==> src/rtl/regfile_dump_reader.sv <==
// Walks an inclusive (wrapping) register-file index range, snapshots each word and
// streams (index, data) pairs out over valid/ready while accumulating a checksum.
module regfile_dump_reader #(
  parameter int NUM_REGS = 32,
  parameter int ADDR_W   = 5,
  parameter int DATA_W   = 32
) (
  input  logic              clk,
  input  logic              reset,
  input  logic              start,
  input  logic [ADDR_W-1:0] start_idx,
  input  logic [ADDR_W-1:0] end_idx,
  output logic [ADDR_W-1:0] rf_read_addr,
  input  logic [DATA_W-1:0] rf_read_data,
  output logic              out_valid,
  input  logic              out_ready,
  output logic [ADDR_W-1:0] out_index,
  output logic [DATA_W-1:0] out_data,
  output logic              busy,
  output logic              done,
  output logic [DATA_W-1:0] checksum,
  output logic [1:0]        dbgState
);

  // Stream handshake: a word transfers on any rising edge where out_valid && out_ready;
  // out_valid is only raised in HOLD and only drops after such a transfer (or reset).
  typedef enum logic [1:0] {IDLE = 2'd0, READ = 2'd1, HOLD = 2'd2, DONE = 2'd3} stateT;

  stateT             state;
  logic [ADDR_W-1:0] endIdx;

  assign dbgState = state;

  always_ff @(posedge clk) begin
    if (reset) begin
      state        <= IDLE;
      endIdx       <= '0;
      rf_read_addr <= '0;
      out_index    <= '0;
      out_data     <= '0;
      checksum     <= '0;
      out_valid    <= 1'b0;
      busy         <= 1'b0;
      done         <= 1'b0;
    end else begin
      case (state)
        IDLE: begin
          if (start) begin
            endIdx       <= end_idx;
            rf_read_addr <= start_idx;
            checksum     <= '0;
            busy         <= 1'b1;
            state        <= READ;
          end
        end
        READ: begin
          // Snapshot so later register-file writes cannot disturb the presented word.
          out_data  <= rf_read_data;
          out_index <= rf_read_addr;
          out_valid <= 1'b1;
          state     <= HOLD;
        end
        HOLD: begin
          if (out_ready) begin
            out_valid <= 1'b0;
            checksum  <= checksum + out_data;
            if (out_index == endIdx) begin
              done  <= 1'b1;
              state <= DONE;
            end else begin
              // Index arithmetic wraps naturally at NUM_REGS (a power of two).
              rf_read_addr <= out_index + ADDR_W'(1);
              state        <= READ;
            end
          end
        end
        DONE: begin
          done  <= 1'b0;
          busy  <= 1'b0;
          state <= IDLE;
        end
        default: state <= IDLE;
      endcase
    end
  end

endmodule

==> config.mk <==
export PLATFORM = sky130hd
export DESIGN_NAME = regfile_dump_reader
export DESIGN_NICKNAME = d
export VERILOG_FILES = /design/src/rtl/regfile_dump_reader.sv
export SDC_FILE = /design/constraint.sdc
export NUM_CORES = 1
export LEC_CHECK = 0
export ABC_CLOCK_PERIOD_IN_PS = 7900
export BUFFER_PORTS_ARGS = -buffer_cell sky130_fd_sc_hd__buf_4
export CORE_UTILIZATION = 57
export CTS_CLUSTER_SIZE = 24
export DETAILED_ROUTE_END_ITERATION = 12
export GPL_ROUTABILITY_DRIVEN = 0
export GPL_TIMING_DRIVEN = 0
export PLACE_DENSITY = 0.9
export SLEW_MARGIN = 40
export SYNTH_ARGS = -nofsm -noshare
export SYNTH_HDL_FRONTEND = slang
export SYNTH_SLANG_ARGS = --single-unit
==> constraint.sdc <==
create_clock -name clk -period 7.9 [get_ports clk]
set_input_delay 1.975 -clock clk [delete_from_list [all_inputs] [get_ports clk]]
set_output_delay 1.975 -clock clk [all_outputs]
set_load 0.02 [all_outputs]
Yosys cells after proc, flatten, opt, wreduce, memory -nomap -nowiden
Index checks and enable logic that the tools add are counted.
- bits in registers: 84
- input port bits: 46
- output and inout port bits: 79
- logic and storage cells: 49
- reductions and logical operators: 12
- add/sub/neg operators: 2
- mux-type cells: 18
- equality and inequality tests: 8
- operator list (operator ; number):
    32-bit 2-to-1 mux ; 2
    32-bit case mux with 2 select lines ; 1
    32-bit adder ; 1
    5-bit 2-to-1 mux ; 3
    5-bit case mux with 2 select lines ; 1
    2-bit != test, second input constant ; 4
    2-bit case mux with 4 select lines ; 1
    2-bit AND reduction ; 4
    2-bit nonzero test ; 4
    2-bit 2-to-1 mux ; 3
    1-bit case mux with 2 select lines ; 3
    3-bit AND reduction ; 2
    5-bit by 1-bit adder with 5-bit output, second input constant ; 1
    5-bit equality test ; 1
    2-bit equality test, second input constant ; 2
    1-bit 2-to-1 mux ; 4
    4-bit AND reduction ; 1
    2-bit by 1-bit equality test with 1-bit output, second input constant ; 1
    2-bit zero test ; 1

Longest topological paths before layout
- depth after elaboration: 4
- gate-level depth with buffers: 12
- gate-level depth less buffers: 12

Worst setup path after synthesis
OpenSTA, ideal clock, no wires.
- path kind: input to register
- start point: input start
- end point: register rf_read_addr[2]
- slack: 4.470 ns
- data required time: 7.772 ns
- path buffers: 1
- stages on the path: 7
- library setup time: 0.128 ns
- data arrival time: 3.302 ns
- path through: nor2b_1 nor2b_1 clkbuf_1 nor2_1 nor2_1 mux2i_1 nor2_1
- longest elaborated chain between the ends: 2
- ends and longest elaborated chain (item ; RTL line ; RTL):
    start: declaration ; 10 ; input logic start,
    2-bit != test (no line) ; n/a ;
    4-bit AND reduction (no line) ; n/a ;
    end signal: assignment ; 50 ; rf_read_addr <= start_idx;
    end signal: assignment ; 72 ; rf_read_addr <= out_index + ADDR_W'(1);
    end: declaration ; 13 ; output logic [ADDR_W-1:0] rf_read_addr,
No other way between the ends.
A chain may end at the register's enable or synchronous reset.

Final worst setup path
- start point: input start
- end point: register checksum[31]
- longest elaborated chain between the ends: 2
- ends and longest elaborated chain (item ; RTL line ; RTL):
    2-bit != test (no line) ; n/a ;
    3-bit AND reduction (no line) ; n/a ;
    end signal: assignment ; 66 ; checksum <= checksum + out_data;
    end: declaration ; 21 ; output logic [DATA_W-1:0] checksum,
No other way between the ends.

==> key figures <==
Critical path
  • Crit-path cells: buf_4 -> nor2b_1 -> nor2b_1 -> clkbuf_1 -> nor3_1 -> clkbuf_1 -> a21oi_1 -> o22ai_1
  • Worst path buffer plus inverter count: 3
  • Crit path kind: in -> reg
  • Crit path DAT: 3.80 ns
  • Slowest cell on the critical path: nor3_1
  • Worst Setup SP: start
  • Required @ worst endpoint: 8.20 ns
  • Setup crit start kind: input pin
  • R2r startpoint: out_data[0]
  • Crit-path leading delay family: buffers and inverters
  • Crit path max fanout: 10
  • Critical path's largest stage delay: 0.50 ns
  • CP endpoint kind: register

CTS
  • Max H-tree Level: 3
  • Worst skew pair latency: 0.37 ns
  • Post-CTS Setup Repair Bufs: 0
  • Clock Tree Buf Depth: 2
  • CTS clock-pin slew for the worst setup and hold paths: 0.10 ns
  • Num CTS Buffers: 9
  • Clk root buf: clkbuf_8
  • CTS tree: yes
  • CTS Hold Bufs: 0
  • CTS Sinks: 84
  • Post-cts resize count: 0

Route
  • DRC Markers: 0
  • DRT iter0 DRCs: 247
  • Top sig layer: met4
  • Met1 WL: 5.396 mm
  • Drt total wl: 13.04 mm
  • First drt pass iteration count: 7
  • Met3 wire len: 1.008 mm
  • Vias/cell: 5.962
  • Met2 routed WL: 6.254 mm
  • WL/cell: 16.00 um
  • Antenna-violating nets left: 0
  • Vias: 4859

STA
  • Worst slew pin tran: 0.7738 ns
  • Clk_skew: 0.01047 ns
  • Max Freq: 0.2861 GHz
  • RSZ-0062 raised after global routing: no
  • Minimum clock period: 3.495 ns
  • Setup TNS: 0 ns
  • Final setup vio count: 0
  • Normalized max-slew margin: 0.4822
  • Period utilization: 0.4424
  • Hold Vio Cnt, Final: 0
  • Max-slew violation count: 0

Floorplanning
  • FP Rows: 32
  • Die Ht: 92.15 um
  • Die X: 92.15 um
  • Core Footprint: 7807 um2
  • I/O Pins: 125
  • Die area: 8491 um2
  • Initial Utilization: 0.5933

Run status
  • Status: complete, no violations

Yosys
  • Syn Std Cell Area: 4632 um2
  • Synth Instances: 573
  • Distinct cells, synth: 54
  • Yosys reg bits: 84
  • Ys flop type: dfxtp_1
  • Synthesized area per cell: 8.084 um2
  • Register area share after synthesis: 0.3630
  • Async SR Flop Fraction: 0
  • Number of synthesized flops with an enable pin: 0
  • Synth Net Count: 652
  • YS warnings: 0

Placed design
  • I/O Buffers: 124
  • Area of placed instances: 5690 um2
  • Detailed Place HPWL: 9.565 mm

Power
  • Peak supply drop: 0.0001037 V
  • Power per cell area: 166.5 nW/um2
  • Pleak: 2.739 nW

Final layout
  • Antenna diodes: 0
  • Most frequent cells in the layout: buf_4 (125), nand2_1 (105), dfxtp_1 (84)
  • Commonest non-fill, non-tap cell in the layout: buf_4
  • Post-route cell area: 5918 um2
  • Nets: 787
  • Layout cell share with drive strength beyond 1: 0.2062
  • P&R area growth vs syn: 27.77%

Global route
  • GRT Resource Usage Total: 0.3138
  • First-pass GRT wire length: 21.31 mm
  • Pin count of the biggest net entering global routing: 17
  • Vias in the first global route: 4635
  • GR Overflow Total: 0
  • Initial antenna violation count: 0

Min path
  • HP Start: out_data[5]
  • Worst Hold Class: reg -> reg

Run
  • Maxcap violations: 0
sequential cells by signal (all words and copies together) (netlist names):
signal	count
busy	1
checksum	32
dbgState	2
done	1
endIdx	5
out_data	32
out_index	5
out_valid	1
rf_read_addr	5
per-layer routing:
metal	global-route usage	vias to the layer above
met2	0.5218	234
met1	0.3907	2285
li1	-	2294
met4	0.1419	0
met3	0.06219	46
met5	0	-
per-stage QoR:
| stage | worst slack [ns] | power (W) | hold WS (ns) | instances | utilization |
|---|---|---|---|---|---|
| after floorplan | 4.470 | 0.0005656 | 0.4805 | 573 | - |
| after global placement | 4.131 | 0.0006295 | 0.4566 | 799 | 0.7288 |
| after detailed placement | 4.022 | 0.0006357 | 0.4670 | 799 | 0.7288 |
| after CTS | 4.410 | 0.0009850 | 0.4806 | 815 | 0.7580 |
| after global routing | 4.245 | 0.001023 | 0.5022 | 815 | 0.7580 |
| final | 4.405 | 0.0009852 | 0.4810 | 815 | 0.7580 |
power by group:
part | internal, W | switching, W | total, W
clock | 0.000183 | 0.000174 | 0.000357
sequential | 0.000441 | 0.0000182 | 0.000460
combinational | 0.0000690 | 0.0000995 | 0.000169
tightest hold or removal path, stage by stage (launching register included):
cell	delay [ns]
dfxtp_1	0.33
nand2_1	0.06
a21oi_1	0.05
synth_stat cells, types with 2 or more instances:
master,n,area (um2)
buf_1,2,7.510
nor4_1,2,12.51
a21o_1,16,120.1
nor2b_1,7,43.79
o21a_1,5,37.54
o21ai_0,11,55.05
o21bai_1,8,60.06
nor2_1,47,176.4
a211oi_1,4,30.03
nand3_1,9,45.04
or3_1,3,18.77
nand4_1,5,31.28
nand2_1,105,394.1
nor3_1,8,40.04
a22o_1,9,78.83
o211ai_1,2,15.01
dfxtp_1,84,1682
mux2i_1,8,80.08
nor3b_1,2,15.01
clkbuf_1,30,112.6
o31ai_1,5,37.54
xnor2_1,21,183.9
a311oi_1,2,17.52
ha_1,32,400.4
a21oi_1,71,355.3
a22oi_1,16,120.1
nand3b_1,2,15.01
nand2b_1,3,18.77
xor2_1,13,113.9
inv_1,9,33.78
and3_1,8,50.05
o41ai_1,2,17.52
cell type report:
type / count / area [um2]
Clock inverter: 7 / 103.9
Inverter: 9 / 33.78
Buffer: 33 / 127.6
Timing Repair Buffer: 124 / 930.9
Clock buffer: 9 / 123.9
Multi-Input combinational cell: 447 / 2789
Sequential cell: 84 / 1682
Fill cell: 592 / 1889
Tap cell: 102 / 127.6
logic make-up (layout without fill, tap and decap cells):
group                    count (synthesis)  count (layout)  synth area share
flip-flops                              84              84            0.3630
XOR/XNOR                                34              34           0.06429
AND/OR/NAND/NOR                        206             206            0.1950
AO/OA/AOI/OAI                          165             165            0.2323
adder cells (fa/ha/maj)                 33              33           0.09076
multiplexers                             9               9           0.01972
buffers and inverters                   42             182           0.03485
final timing paths:
check / endpoint / slack, ns / depth (start not counted)
hold reg to reg: out_data[5] / 0.48 / 2
hold / removal: out_data[5] / 0.48 / 2
setup / recovery: checksum[31] / 4.41 / 8
setup reg to reg: checksum[28] / 4.67 / 12
(Power assumes the default switching activity.)
